[config.mk]
export PLATFORM = sky130hd
export DESIGN_NAME = muldiv_unit
export DESIGN_NICKNAME = d
export VERILOG_FILES = /design/src/rtl/muldiv_unit.sv
export SDC_FILE = /design/constraint.sdc
export NUM_CORES = 1
export LEC_CHECK = 0
export ABC_AREA = 0
export CAP_MARGIN = 20
export CORE_ASPECT_RATIO = 1.25
export CORE_MARGIN = 10
export CORE_UTILIZATION = 50
export DETAILED_ROUTE_END_ITERATION = 10
export PLACE_DENSITY_LB_ADDON = 0.1
export SLEW_MARGIN = 20
export SYNTH_ARGS = -nofsm -noshare
export SYNTH_HDL_FRONTEND = slang
export SYNTH_SLANG_ARGS = --single-unit
[constraint.sdc]
create_clock -name clk -period 14.9 [get_ports clk]
set_input_delay 2.98 -clock clk [delete_from_list [all_inputs] [get_ports clk]]
set_output_delay 2.98 -clock clk [all_outputs]
set_load 0.02 [all_outputs]
[src/rtl/muldiv_unit.sv]
// Iterative RV32M multiply/divide unit beside the execute-stage ALU.
// Shift-add multiply and restoring divide on magnitudes, sign fixed at the end.
module muldiv_unit #(
    parameter int XLEN  = 32,
    parameter int TAG_W = 5
) (
    input  logic             clk,
    input  logic             rst,
    input  logic             in_valid,
    output logic             in_ready,
    input  logic [2:0]       in_op,
    input  logic [XLEN-1:0]  in_a,
    input  logic [XLEN-1:0]  in_b,
    input  logic [TAG_W-1:0] in_tag,
    input  logic             kill,
    output logic             out_valid,
    input  logic             out_ready,
    output logic [XLEN-1:0]  out_result,
    output logic [TAG_W-1:0] out_tag,
    output logic             busy
);

    typedef enum logic [1:0] {
        S_IDLE,
        S_BUSY,
        S_DONE
    } state_t;

    localparam int CW = $clog2(XLEN);
    localparam logic [CW-1:0] LAST = CW'(XLEN - 1);
    localparam logic [XLEN-1:0] MIN_NEG = {1'b1, {(XLEN-1){1'b0}}};

    state_t r_state;
    state_t w_state_nxt;

    logic [CW-1:0]    r_cnt;
    logic             r_div;
    logic             r_hsel;
    logic             r_rem;
    logic             r_neg_p;
    logic             r_neg_r;
    logic [XLEN-1:0]  r_m;
    logic [XLEN-1:0]  r_hi;
    logic [XLEN-1:0]  r_lo;
    logic [XLEN-1:0]  r_result;
    logic [TAG_W-1:0] r_tag;

    logic             w_accept;
    logic             w_is_div;
    logic             w_sgn_a;
    logic             w_sgn_b;
    logic             w_neg_a;
    logic             w_neg_b;
    logic [XLEN-1:0]  w_mag_a;
    logic [XLEN-1:0]  w_mag_b;
    logic             w_b_zero;
    logic             w_ovf;
    logic             w_special;
    logic [XLEN-1:0]  w_spec_res;

    logic [XLEN:0]    w_add;
    logic [XLEN:0]    w_shr;
    logic [XLEN:0]    w_dif;
    logic             w_qbit;
    logic [XLEN-1:0]  w_nhi;
    logic [XLEN-1:0]  w_nlo;
    logic [2*XLEN-1:0] w_prod;
    logic [2*XLEN-1:0] w_prod_s;
    logic [XLEN-1:0]  w_mres;
    logic [XLEN-1:0]  w_quo;
    logic [XLEN-1:0]  w_rmd;
    logic [XLEN-1:0]  w_fres;

    // Request decode: signedness, magnitudes and RISC-V special cases
    always_comb begin
        w_is_div   = in_op[2];
        w_sgn_a    = in_op[2] ? !in_op[0] : (in_op[1:0] != 2'b11);
        w_sgn_b    = in_op[2] ? !in_op[0] : !in_op[1];
        w_neg_a    = w_sgn_a && in_a[XLEN-1];
        w_neg_b    = w_sgn_b && in_b[XLEN-1];
        w_mag_a    = w_neg_a ? (~in_a + 1'b1) : in_a;
        w_mag_b    = w_neg_b ? (~in_b + 1'b1) : in_b;
        w_b_zero   = (in_b == '0);
        w_ovf      = w_sgn_a && (in_a == MIN_NEG) && (in_b == '1);
        w_special  = w_is_div && (w_b_zero || w_ovf);
        w_spec_res = '1;
        if (in_op[1]) begin
            w_spec_res = w_b_zero ? in_a : '0;
        end else begin
            w_spec_res = w_b_zero ? '1 : in_a;
        end
        w_accept   = (r_state == S_IDLE) && in_valid && !kill;
    end

    // One iteration of shift-add or restoring divide, plus final sign fix
    always_comb begin
        w_add  = {1'b0, r_hi} + ({(XLEN+1){r_lo[0]}} & {1'b0, r_m});
        w_shr  = {r_hi, r_lo[XLEN-1]};
        w_dif  = w_shr - {1'b0, r_m};
        w_qbit = !w_dif[XLEN];
        if (r_div) begin
            w_nhi = w_qbit ? w_dif[XLEN-1:0] : w_shr[XLEN-1:0];
            w_nlo = {r_lo[XLEN-2:0], w_qbit};
        end else begin
            w_nhi = w_add[XLEN:1];
            w_nlo = {w_add[0], r_lo[XLEN-1:1]};
        end
        w_prod   = {w_nhi, w_nlo};
        w_prod_s = r_neg_p ? (~w_prod + 1'b1) : w_prod;
        w_mres   = r_hsel ? w_prod_s[2*XLEN-1:XLEN] : w_prod_s[XLEN-1:0];
        w_quo    = r_neg_p ? (~w_nlo + 1'b1) : w_nlo;
        w_rmd    = r_neg_r ? (~w_nhi + 1'b1) : w_nhi;
        if (r_div) begin
            w_fres = r_rem ? w_rmd : w_quo;
        end else begin
            w_fres = w_mres;
        end
    end

    // State register
    always_ff @(posedge clk) begin
        if (rst) begin
            r_state <= S_IDLE;
        end else begin
            r_state <= w_state_nxt;
        end
    end

    // Next-state and handshake outputs
    always_comb begin
        w_state_nxt = r_state;
        in_ready    = 1'b0;
        out_valid   = 1'b0;
        busy        = 1'b0;
        unique case (r_state)
            S_IDLE: begin
                in_ready = 1'b1;
                if (in_valid && !kill) begin
                    w_state_nxt = w_special ? S_DONE : S_BUSY;
                end
            end
            S_BUSY: begin
                busy = 1'b1;
                if (kill) begin
                    w_state_nxt = S_IDLE;
                end else if (r_cnt == LAST) begin
                    w_state_nxt = S_DONE;
                end
            end
            S_DONE: begin
                busy      = 1'b1;
                out_valid = 1'b1;
                if (kill || out_ready) begin
                    w_state_nxt = S_IDLE;
                end
            end
            default: w_state_nxt = S_IDLE;
        endcase
    end

    // Operand latch, iteration datapath and registered result
    always_ff @(posedge clk) begin
        if (rst) begin
            r_cnt    <= '0;
            r_div    <= 1'b0;
            r_hsel   <= 1'b0;
            r_rem    <= 1'b0;
            r_neg_p  <= 1'b0;
            r_neg_r  <= 1'b0;
            r_m      <= '0;
            r_hi     <= '0;
            r_lo     <= '0;
            r_result <= '0;
            r_tag    <= '0;
        end else if (w_accept) begin
            r_cnt   <= '0;
            r_div   <= w_is_div;
            r_hsel  <= (in_op[1:0] != 2'b00);
            r_rem   <= in_op[1];
            r_neg_p <= w_neg_a ^ w_neg_b;
            r_neg_r <= w_neg_a;
            r_m     <= w_is_div ? w_mag_b : w_mag_a;
            r_lo    <= w_is_div ? w_mag_a : w_mag_b;
            r_hi    <= '0;
            r_tag   <= in_tag;
            if (w_special) begin
                r_result <= w_spec_res;
            end
        end else if (r_state == S_BUSY) begin
            if (kill) begin
                r_cnt <= '0;
            end else begin
                r_hi  <= w_nhi;
                r_lo  <= w_nlo;
                r_cnt <= (r_cnt == LAST) ? '0 : r_cnt + 1'b1;
                if (r_cnt == LAST) begin
                    r_result <= w_fres;
                end
            end
        end
    end

    assign out_result = r_result;
    assign out_tag    = r_tag;

endmodule
==> results.py <==
metrics = {
    "global_route": {
        "met2_usage_pct": 55.7,
        "antenna_found_initial": 2,
        "grt_use_met3_pct": 5.87,
        "grt_usage_pct": 33.6,
        "grt-busiest-layer": "met2",
        "overflow": 0,
        "grt_pass1_vias": 17567,
        "grt_pass1_wl_microns": 107000,
        "grt_use_met1_pct": 38.1,
        "grt_max_degree": 88,
    },
    "logic_synthesis": {
        "synth-seq-cells": 145,
        "yosys_warnings": 0,
        "synth_adder_area_share_pct": 6.65,
        "synth_top_family_by_area": "compound AO/OA/AOI/OAI gates",
        "netlist_top_cells_area": "dfxtp_1 17%, nand2_1 7.0%, a21oi_1 6.3%",
        "synth-simple-area-share_pct": 26.4,
        "synth.area.mux_share_pct": 3.82,
        "avgSynthCellArea_sq_um": 6.97,
        "synthArstFlopShare_pct": 0,
        "synth.largest_area_cell": "dfxtp_1",
        "synth_nets": 2561,
        "synth_edf_count": 0,
        "synth_most_common_cell": "nand2_1",
        "synth_ff_type": "dfxtp_1",
        "synthTopCellsByCount": "314 x nand2_1, 229 x nor2_1, 212 x a21oi_1, 145 x dfxtp_1, 133 x o21ai_0",
        "mappedNetlistArea_sq_mm": 0.0168,
        "synthXorXnorAreaFrac_pct": 8.30,
        "ys_seq_area_share_pct": 17.3,
        "synth_cell_type_count": 110,
        "syn_inst": 2408,
        "synth_compound_area_share_pct": 31.4,
        "synth.top_cell.area_share_pct": 17.3,
    },
    "setup_path": {
        "crit_top_cell": "or4_1",
        "cp_max_fo": 21,
        "crit_arrival_ps": 7900,
        "r2r_end": "out_result[14]$_SDFFE_PP0P_",
        "end_kind": "flip-flop",
        "crit_required_ps": 15210,
        "r2r_slack_ps": 8140,
        "max_stage_delay_ps": 820,
        "setup.worst_path.class": "in2reg",
        "slowest_stage": "o21ai_2",
        "r2r-start": "r_lo[31]$_SDFFE_PP0P_",
        "cp_cell_sequence": "clkdlybuf4s50_1 > or4_1 > nor3_1 > nand3_1 > or4_1 > or3_1 > nor2_1 > o21ai_1 > o21ai_2 > buf_4 > o221ai_1 > a2111oi_0 > a311oi_1",
        "critPathLaunchType": "primary input",
        "worst-r2r-cell-count": 21,
    },
    "clock_tree": {
        "post_cts_buffers": 0,
        "root_buffer": "clkbuf_16",
        "holdBufCountCts": 0,
        "cts_tree": "built",
        "clkTransAtPathRegs_ps": 70,
        "cts_made_buffers": 17,
        "clk_latency_ps": 460,
        "cts_resized": 0,
        "ctsLongestPathBuffers": 2,
        "htreeDepth": 4,
        "cts_sinks": 145,
    },
    "finish": {
        "seq_area_sq_mm": 0.00291,
        "multi_input_area_sq_mm": 0.0129,
        "fillCellCount": 3305,
        "syn_to_final_growth_pct": 10.7,
        "final_nets": 2558,
        "stdcell_count": 2837,
        "drive_above_1_share_pct": 5.75,
        "final_area_sq_mm": 0.0186,
    },
    "die": {
        "start_util_pct": 51.1,
        "dieArea_sq_mm": 0.0413,
        "die_h_microns": 225,
        "core_sq_mm": 0.0329,
        "die_x_microns": 184,
        "fp-row-count": 74,
        "ios": 117,
    },
    "sta": {
        "layout_min_cycle_time_ps": 7590,
        "fmax_ghz": 0.132,
        "setup_viol": 0,
        "relSlewSlack_pct": 27.9,
        "slew_violations": 0,
        "period_share_pct": 51.0,
        "tns_ps": 0,
        "hold_violations": 0,
        "max_slew.worst_pin.slew_ps": 1080,
        "rsz0062_at_grt": "no",
        "fin_skew_ps": 12.2,
        "fin_ws_ps": 7310,
    },
    "flow_run": {
        "cap_violations": 0,
    },
    "route": {
        "vias_per_cell": 6.65,
        "route.detailed.drc": 0,
        "firstDrtPassIters": 6,
        "wl_microns": 71500,
        "drtIter0Drc": 2165,
        "postRouteAntennaNets": 0,
        "via_count": 18868,
        "wl_per_cell_microns": 25.2,
    },
    "pwr": {
        "p_int_mw": 1.28,
        "seqPwrFrac_pct": 17.9,
        "pwr-share-comb_pct": 66.8,
        "leakage_nw": 6.72,
        "pwr-share-clk_pct": 15.3,
        "p_sw_mw": 1.60,
        "ir_worst_vdd_mv": 0.0907,
        "switching_share_pct": 55.5,
        "power_density_mw_per_mm2": 156,
    },
    "place": {
        "io_buffers": 116,
        "hpwl_microns": 55900,
        "gp_congestion": 1.00,
        "pre_cts_ws_ps": 6990,
        "placed_cell_area_sq_mm": 0.0180,
        "dp.cells": 2804,
    },
    "min_path": {
        "hold_path.class": "reg2reg",
        "worst_hold_startpoint": "out_tag[1]$_SDFFE_PP0P_",
        "holdPathStages": 2,
        "min_to": "out_tag[1]$_SDFFE_PP0P_",
    },
    "outcome": {
        "outcome": "complete, no violations",
    },
}
power by group through the flow:
stage,Sequential [mW],Clock (mW),Combinational [mW]
floorplan,0.489,0,1.32
global placement,0.520,0,1.84
detailed placement,0.522,0,1.86
CTS,0.513,0.445,1.87
global route,0.523,0.461,2.05
finish,0.517,0.442,1.93
placed cells by master (no fill, tap or decap), types with 48 or more instances in the layout:
cell / instances
a211oi_1: 48
a21oi_1: 212
and2_1: 51
clkdlybuf4s50_1: 114
dfxtp_1: 143
ha_1: 74
inv_1: 76
mux2i_1: 55
nand2_1: 313
nand3_1: 54
nor2_1: 228
nor3_1: 91
o211ai_1: 98
o21ai_0: 133
xnor2_1: 97
xor2_1: 62
worst max path at each step:
stage	depth (start not counted)	slack (ps)	endpoint	start
floorplan	13	8730	out_result[16]$_SDFFE_PP0P_	in_a[2]
global placement	13	7160	out_result[26]$_SDFFE_PP0P_	in_a[2]
detailed placement	13	6990	out_result[26]$_SDFFE_PP0P_	in_a[2]
CTS	13	7470	out_result[26]$_SDFFE_PP0P_	in_a[2]
global route	13	7090	out_result[26]$_SDFFE_PP0P_	in_a[2]
finish	13	7310	out_result[26]$_SDFFE_PP0P_	in_a[2]
cells by family (layout without fill, tap and decap cells):
group	Yosys count	in the layout
DFF	145	145
xor gates and xnor gates	159	159
buffers and inverters	248	258
muxes	63	63
other	0	1
and+or+nand+nor	930	930
AOI/OAI and AO/OA	772	772
adders and majority gates	91	91
routing by layer:
layer  wire [microns]  part of all wire (%)
met1            27000                    38
met2            33600                    47
met3             5440                   7.6
met4             5490                   7.7
met5               12                 0.017
final cells by class:
| type | count | share of cell area, % |
|---|---|---|
| inverters | 79 | 1.60 |
| clock inverters | 15 | 0.856 |
| repair buffers | 147 | 7.47 |
| multi-input cells | 2015 | 69.3 |
| diodes | 1 | 0.0135 |
| well taps | 418 | 2.82 |
| flip-flops and latches | 145 | 15.7 |
| clock buffers | 17 | 2.29 |
worst max-delay path, delay by kind of cell:
family	cells	cell delay, ps
AOI/OAI and AO/OA	5	1800
buffers and inverters	2	890
and+or+nand+nor	6	2220
per-stage QoR:
| step | power [mW] | util [%] | hold slack [ps] |
|---|---|---|---|
| after floorplan | 1.81 | - | 440 |
| after global placement | 2.37 | 54.7 | 442 |
| after detailed placement | 2.38 | 54.7 | 449 |
| after CTS | 2.83 | 56.5 | 459 |
| after global routing | 3.03 | 56.5 | 486 |
| final | 2.89 | 56.5 | 456 |
state kept, by name, indices dropped and copies added (netlist names):
register	cells
out_result	32
out_tag	5
r_cnt	5
r_div	1
r_hi	32
r_hsel	1
r_lo	32
r_m	32
r_neg_p	1
r_neg_r	1
r_rem	1
r_state	2
Note: power is estimated with default switching activity, not from simulation.
